<file path="config.mk">
export PLATFORM = sky130hd
export DESIGN_NAME = plic_gateway
export DESIGN_NICKNAME = d
export VERILOG_FILES = /design/src/rtl/plic_gw_pkg.sv /design/src/rtl/plic_gateway_cell.sv /design/src/rtl/plic_gateway.sv
export SDC_FILE = /design/constraint.sdc
export NUM_CORES = 1
export LEC_CHECK = 0
export BUFFER_PORTS_ARGS = -buffer_cell sky130_fd_sc_hd__buf_2
export CAP_MARGIN = 20
export CORE_MARGIN = 8
export CORE_UTILIZATION = 35
export DETAILED_ROUTE_END_ITERATION = 7
export GPL_ROUTABILITY_DRIVEN = 0
export SLEW_MARGIN = 20
export SYNTH_ARGS = -nofsm -noshare
export SYNTH_HDL_FRONTEND = slang
export SYNTH_SLANG_ARGS = --single-unit
export TNS_END_PERCENT = 5
</file>
<file path="constraint.sdc">
create_clock -name CLK -period 2.3 [get_ports CLK]
set_input_delay 0.23 -clock CLK [delete_from_list [all_inputs] [get_ports CLK]]
set_output_delay 0.23 -clock CLK [all_outputs]
set_load 0.1 [all_outputs]
</file>
<file path="src/rtl/plic_gw_pkg.sv">
// Shared types for the PLIC interrupt gateway: per-source state encoding
// and the state every source returns to on reset.
package plic_gw_pkg;

    typedef enum logic [1:0] {
        GW_IDLE       = 2'd0,
        GW_PENDING    = 2'd1,
        GW_IN_SERVICE = 2'd2
    } gw_state_t;

    localparam gw_state_t GW_RESET_STATE = GW_IDLE;

endpackage

</file>
<file path="src/rtl/plic_gateway_cell.sv">
// One gateway source: 2-flop synchroniser, edge-history flop, request FSM
// and the retained-edge store for edge-triggered sources.
// Build option: PLIC_GW_EDGE_COUNT_EN turns the single retained-edge flag
// into a saturating CNT_W-bit counter that also counts edges seen while
// the request is still pending.
import plic_gw_pkg::*;

module plic_gateway_cell #(
    parameter bit IS_EDGE = 1'b0,
    parameter int CNT_W   = 4
) (
    input  logic CLK,
    input  logic nRST,
    input  logic irq_raw,
    input  logic claim_hit,
    input  logic complete_hit,
    output logic req,
    output logic in_service
);

`ifdef PLIC_GW_EDGE_COUNT_EN
    localparam bit USE_CNT = 1'b1;
`else
    localparam bit USE_CNT = 1'b0;
`endif
    // A flag is just a one-bit store that saturates at 1.
    localparam int RET_W = USE_CNT ? CNT_W : 1;

    logic             sync_q1;
    logic             sync_q2;
    logic             hist_q;
    logic             evt;
    logic             edge_evt;
    logic             cmpl;
    gw_state_t        state_q;
    gw_state_t        state_d;
    logic [RET_W-1:0] ret_q;
    logic [RET_W-1:0] ret_d;
    logic             req_q;
    logic             insvc_q;

    assign evt      = IS_EDGE ? (sync_q2 & ~hist_q) : sync_q2;
    assign edge_evt = IS_EDGE & evt;
    assign cmpl     = complete_hit && (state_q == GW_IN_SERVICE);

    // Next-state and retained-edge bookkeeping.
    always_comb begin
        state_d = state_q;
        ret_d   = ret_q;
        case (state_q)
            GW_IDLE: begin
                if (evt) state_d = GW_PENDING;
            end
            GW_PENDING: begin
                if (claim_hit) state_d = GW_IN_SERVICE;
            end
            GW_IN_SERVICE: begin
                // An edge arriving with the complete counts as retained.
                if (complete_hit) begin
                    if ((ret_q != '0) || edge_evt) state_d = GW_PENDING;
                    else                           state_d = GW_IDLE;
                end
            end
            default: state_d = GW_IDLE;
        endcase

        if (cmpl) begin
            // Flag: always consumed. Counter: an edge in the same cycle
            // cancels the decrement (or is consumed directly when empty).
            if (!USE_CNT)                          ret_d = '0;
            else if ((ret_q != '0) && !edge_evt)   ret_d = ret_q - 1'b1;
        end else if (edge_evt && !(&ret_q) &&
                     ((state_q == GW_IN_SERVICE) ||
                      (USE_CNT && (state_q == GW_PENDING)))) begin
            ret_d = ret_q + 1'b1;
        end
    end

    // Synchroniser and edge-history pipeline for the raw line.
    always_ff @(posedge CLK or negedge nRST) begin
        if (!nRST) begin
            sync_q1 <= 1'b0;
            sync_q2 <= 1'b0;
            hist_q  <= 1'b0;
        end else begin
            sync_q1 <= irq_raw;
            sync_q2 <= sync_q1;
            hist_q  <= sync_q2;
        end
    end

    // State, retained edges and registered outputs.
    always_ff @(posedge CLK or negedge nRST) begin
        if (!nRST) begin
            state_q <= GW_RESET_STATE;
            ret_q   <= '0;
            req_q   <= 1'b0;
            insvc_q <= 1'b0;
        end else begin
            state_q <= state_d;
            ret_q   <= ret_d;
            req_q   <= (state_d == GW_PENDING);
            insvc_q <= (state_d == GW_IN_SERVICE);
        end
    end

    assign req        = req_q;
    assign in_service = insvc_q;

endmodule

</file>
<file path="src/rtl/plic_gateway.sv">
// PLIC interrupt gateway top: decodes claim/complete IDs into one-hot
// strobes and instantiates one gateway cell per source.
// Build option: PLIC_GW_EDGE_COUNT_EN (see plic_gateway_cell).
import plic_gw_pkg::*;

module plic_gateway #(
    parameter int                      N_interrupts = 32,
    parameter int                      ID_W         = (N_interrupts > 1) ? $clog2(N_interrupts) : 1,
    parameter logic [N_interrupts-1:0] EDGE_SRC     = '0,
    parameter int                      CNT_W        = 4
) (
    input  logic                    CLK,
    input  logic                    nRST,
    input  logic [N_interrupts-1:0] irq_in,
    input  logic                    claim_valid,
    input  logic [ID_W-1:0]         claim_id,
    input  logic                    complete_valid,
    input  logic [ID_W-1:0]         complete_id,
    output logic [N_interrupts-1:0] hw_interrupt_requests,
    output logic [N_interrupts-1:0] in_service
);

    logic                    claim_ok;
    logic                    complete_ok;
    logic [N_interrupts-1:0] claim_hot;
    logic [N_interrupts-1:0] complete_hot;

    // IDs that do not name an existing source are dropped here.
    assign claim_ok    = claim_valid    && ({1'b0, claim_id}    < (ID_W+1)'(N_interrupts));
    assign complete_ok = complete_valid && ({1'b0, complete_id} < (ID_W+1)'(N_interrupts));

    // One-hot decode of the claim and complete IDs.
    always_comb begin
        claim_hot    = '0;
        complete_hot = '0;
        for (int i = 0; i < N_interrupts; i++) begin
            if (claim_ok    && (claim_id    == ID_W'(i))) claim_hot[i]    = 1'b1;
            if (complete_ok && (complete_id == ID_W'(i))) complete_hot[i] = 1'b1;
        end
    end

    for (genvar g = 0; g < N_interrupts; g++) begin : g_cell
        plic_gateway_cell #(
            .IS_EDGE (EDGE_SRC[g]),
            .CNT_W   (CNT_W)
        ) u_cell (
            .CLK          (CLK),
            .nRST         (nRST),
            .irq_raw      (irq_in[g]),
            .claim_hit    (claim_hot[g]),
            .complete_hit (complete_hot[g]),
            .req          (hw_interrupt_requests[g]),
            .in_service   (in_service[g])
        );
    end

endmodule

</file>
# After elaboration in Yosys (flattened, before gate mapping)
# Cells that the tools add are included.
[word_totals]
reg_bits = 192
inputBits = 46
word_cells = 640
[classes]
mux = 192
reduce_logical = 98
n_eq_ne = 190
[ops]
columns = ["operator", "n"]
rows = [
  ["2-bit two-way mux", 96],
  ["2-bit one-hot mux with 3 select lines", 32],
  ["5-bit equality test (second input constant)", 32],
  ["2-bit by 1-bit equality test with 1-bit output (second input constant)", 64],
  ["2-bit equality test (second input constant)", 64],
  ["5-bit by 4-bit equality test with 1-bit output (second input constant)", 16],
  ["1-bit logical AND", 64],
  ["2-bit logical NOT", 32],
  ["1-bit two-way mux", 64],
  ["5-bit by 3-bit equality test with 1-bit output (second input constant)", 8],
  ["5-bit by 2-bit equality test with 1-bit output (second input constant)", 4],
  ["5-bit by 1-bit equality test with 1-bit output (second input constant)", 2],
  ["5-bit logical NOT", 2],
]

# Longest topological paths before layout
[logic_depth]
depth_word = 6
mapped_depth = 5

# By module
# From an unflattened synthesis, not the netlist that was laid out.
[unflattened]
hier_cells = 542
area_unflattened_um2 = 6754.0
[by_module_without_submodules]
columns = ["mod", "cells_each", "area_per_inst_um2", "instances"]
rows = [
  ["plic_gateway_cell", 14, 196.4, 32],
  ["plic_gateway", 94, 467.9, 1],
]

# Worst setup path before layout
# No wires, ideal clock.
[synth_path]
kind = "in2reg"
from = "in complete_id[2]"
to = "reg g_cell[2].u_cell.insvc_q"
setup_time_ns = 0.128
path_buffers = 1
arrival_time_ns = 1.070
required_ns = 2.172
slack_ns = 1.102
cell_stages = 4
path_cell_list = "buf_6 or4b_4 o21ai_2 o21ai_0"
[synth_via]
elab_chain_cells = 6
[synth_lines]
columns = ["item", "line_no", "source"]
rows = [
  ["from (decl)", "plic_gateway.sv:18", "input logic [ID_W-1:0] complete_id,"],
  ["5-bit by 2-bit equality test with 1-bit output", "plic_gateway.sv:38", "if (complete_ok && (complete_id == ID_W'(i))) complete_hot[i] = 1'b1;"],
  ["1-bit logical AND", "plic_gateway.sv:38", ""],
  ["1-bit two-way mux", "plic_gateway.sv:38", ""],
  ["2-bit two-way mux", "plic_gateway_cell.sv:59", "if (complete_hit) begin"],
  ["2-bit one-hot mux with 3 select lines", "plic_gateway_cell.sv:50", "case (state_q)"],
  ["2-bit equality test", "plic_gateway_cell.sv:103", "insvc_q <= (state_d == GW_IN_SERVICE);"],
  ["to (signal assigned)", "plic_gateway_cell.sv:103", ""],
  ["to (decl)", "plic_gateway_cell.sv:40", "logic insvc_q;"],
]
# No other way between the ends.

# Final worst setup path
[layout_path]
from = "reg g_cell[20].u_cell.req_q"
to = "out hw_interrupt_requests[20]"
[layout_rtl]
columns = ["item", "line_no", "source"]
rows = [
  ["from (decl)", "plic_gateway_cell.sv:39", "logic req_q;"],
  ["from (signal assigned)", "plic_gateway_cell.sv:102", "req_q <= (state_d == GW_PENDING);"],
  ["to (decl)", "plic_gateway.sv:19", "output logic [N_interrupts-1:0] hw_interrupt_requests,"],
]
# No word-level cell between the ends.

==> flow_summary.ini <==
[critical_path]
critPathTopFamily = buffers and inverters
slowest_delay_ns = 0.44
criticalPathCategory = flop to primary output
r2r_cells = 2
path_buf_inv = 1
worst-r2r-setup-slack_ns = 1.32
startpoint = g_cell[20].u_cell.req
critPathCapture = hw_interrupt_requests[20]
endpoint_kind = primary output
crit_fanout = 1
slowest_stage = buf_2
worstReg2RegEnd = g_cell[11].u_cell.req
worstPathRequired_ns = 2.07
worstSetupPathDepth = 1
r2r_start = g_cell[11].u_cell.state_q[0]
crit_chain = buf_2
crit_path_start_kind = flop
worstPathArrival_ns = 1.24

[power]
cellPowerDensity_nw_per_um2 = 832
leakage_nw = 3.49
irDropWorstVdd_uv = 366
total_power_mw = 7.04

[sta]
fin_tns_setup_ns = 0
worst_pin_slew_ns = 0.846
post-route-period-util_pct = 64.0
grt_setup_unrepaired = false
finalMaxSlewViolations = 0
max_freq_mhz = 680
fin_skew_ns = 0.0114
slew_headroom_pct = 43.5
setup_viol_count_final = 0
hold_viol_final = 0
period_minus_slack_ns = 1.47

[global_routing]
grt_util_all_layers_pct = 13.3
grt_remaining_overflow = 0
grt_pass1_wl_um = 26500
grt_max_degree = 79
grt_pass1_vias = 4904
antenna_found_initial = 1

[logic_synthesis]
synth_common_cells = dfrtp_1 (192), o21ai_0 (80), buf_4 (65)
synth_top_area_share_pct = 67.1
synth_nets = 595
synth_seq_area_share_pct = 67.1
avgSynthCellArea_um2 = 13.0
ys_types = 28
synthesis.area_um2 = 7160
ys_async_sr_fraction_pct = 100
yosysTopAreaCell = dfrtp_1
synth_area_leaders = dfrtp_1 (67%), a311oi_1 (7.8%), buf_4 (6.8%), o21ai_0 (5.6%), nor2b_1 (1.7%)
synth-edff-count = 0
synth_seq_cells = 192
ys.flop_type = dfrtp_1
yosys_warnings = 0
synth_most_common_cell = dfrtp_1
netlist_instances = 549

[clock_network]
clk_latency_ns = 0.43
cts_htree_levels = 4
clockBufferDepth = 2
cts-root-buf = clkbuf_16
post_cts_buffers = 0
cts_tree = yes
clkSinkCount = 192
clk_pin_slew_ns = 0.08
numCtsBuffers = 17

[floorplanning]
start_util_pct = 35.5
coreArea_um2 = 20200
die-height_um = 159
io_pins = 110
rows = 52
die_w_um = 159
die_area_um2 = 25300

[placed_design]
place.port_buffers = 109
hpwl_um = 11000
dp.cells = 851
postPlaceCellArea_um2 = 7550

[cells_and_area]
fin_area_um2 = 8460
final_nets = 679
fill_cells = 1868
stdcell_count = 917
area_delta_synth_final_pct = 18.2
drive_gt1_share_pct = 24.9

[detailed_routing]
ant_nets = 0
initialDrtViolationCount = 203
wl_um = 16300
vias = 4625
viasPerCell = 5.04
wire_per_inst_um = 17.8
first_pass_iters = 4
drc_errors = 0

[worst_hold_path]
min_from = complete_id[2]
worstHoldPathType = primary input to flop

[run]
cap_violations = 0

[run_status]
status = finished clean
[where the power goes]
group | internal (mW) | leakage [nW] | switching (mW)
Combinational | 0.147 | 0.989 | 0.441
Clock | 1.58 | 0.284 | 1.32
Sequential | 3.49 | 2.22 | 0.0656
[what timing repair did]
item / in CTS / in global routing
resized for setup: 0 / 0
hold buffers: 33 / 0
endpoints found under the hold margin: 106 / 0
[registers in the layout, summed over array words and instances (netlist names)]
register	flops
g_cell.u_cell.sync_q1	32
g_cell.u_cell.state_q	64
g_cell.u_cell.in_service	32
g_cell.u_cell.req	32
g_cell.u_cell.evt	32
[through the flow]
stage          hold slack, ns  utilization, %  setup slack [ns]
2_1_floorplan         -0.0656               -              1.10
3_5_place_dp            0.314            37.4             0.669
3_3_place_gp            0.294            37.4             0.753
5_1_grt                 0.302            41.9             0.779
4_1_cts                 0.247            41.9             0.800
6_report                0.270            42.0             0.829
[metal layers]
layer	share of wire, %	wire [um]	track usage, %	vias up
met1	43	7000	16.6	2364
met2	50	8080	21.5	117
met3	6.5	1060	4.60	12
li1	-	-	-	2130
met4	1.0	163	3.90	2
met5	0.049	8	0	-
[layout by cell type (no fill, tap or decap), types with 4 or more instances in the layout]
cell,n
o31ai_1,6
dfrtp_1,192
nand4bb_1,4
nand4_1,4
nor2_1,32
clkbuf_16,17
a311oi_1,64
inv_6,4
nand4b_1,14
clkinv_4,4
nand3_1,18
o21ai_0,80
buf_4,7
buf_2,108
nor2b_1,18
o21ai_1,4
dlygate4sd3_1,33
[worst min path at each step]
stage               depth (start not counted)                            to  slack (ns)
finish                                      4  g_cell[13].u_cell.state_q[1]        0.27
global route                                4  g_cell[13].u_cell.state_q[1]        0.30
CTS                                         4  g_cell[13].u_cell.in_service        0.25
detailed placement                          1   g_cell[5].u_cell.state_q[0]        0.31
global placement                            1      g_cell[7].u_cell.sync_q1        0.29
floorplan                                   0          g_cell[0].u_cell.evt       -0.07
[kinds of logic (layout without fill, tap and decap cells)]
logic type             after synthesis  in the layout  synth area share [%]
AO/OA/AOI/OAI                      157            157                  14.7
flip-flops                         192            192                  67.1
AND/OR/NAND/NOR                    111            111                  9.63
other                                0              1                     0
buffers and inverters               89            186                  8.60
[area by class of cell]
class	count	area (um2)	area share [%]
sequential	192	4800	56.8
tap	270	338	3.99
multi-input combinational	268	1750	20.7
inverter	3	11.3	0.133
clock buffer	20	457	5.40
antenna	1	2.50	0.0296
timing repair buffer	151	977	11.5
clock inverter	12	124	1.46
(Power assumes the default switching activity.)
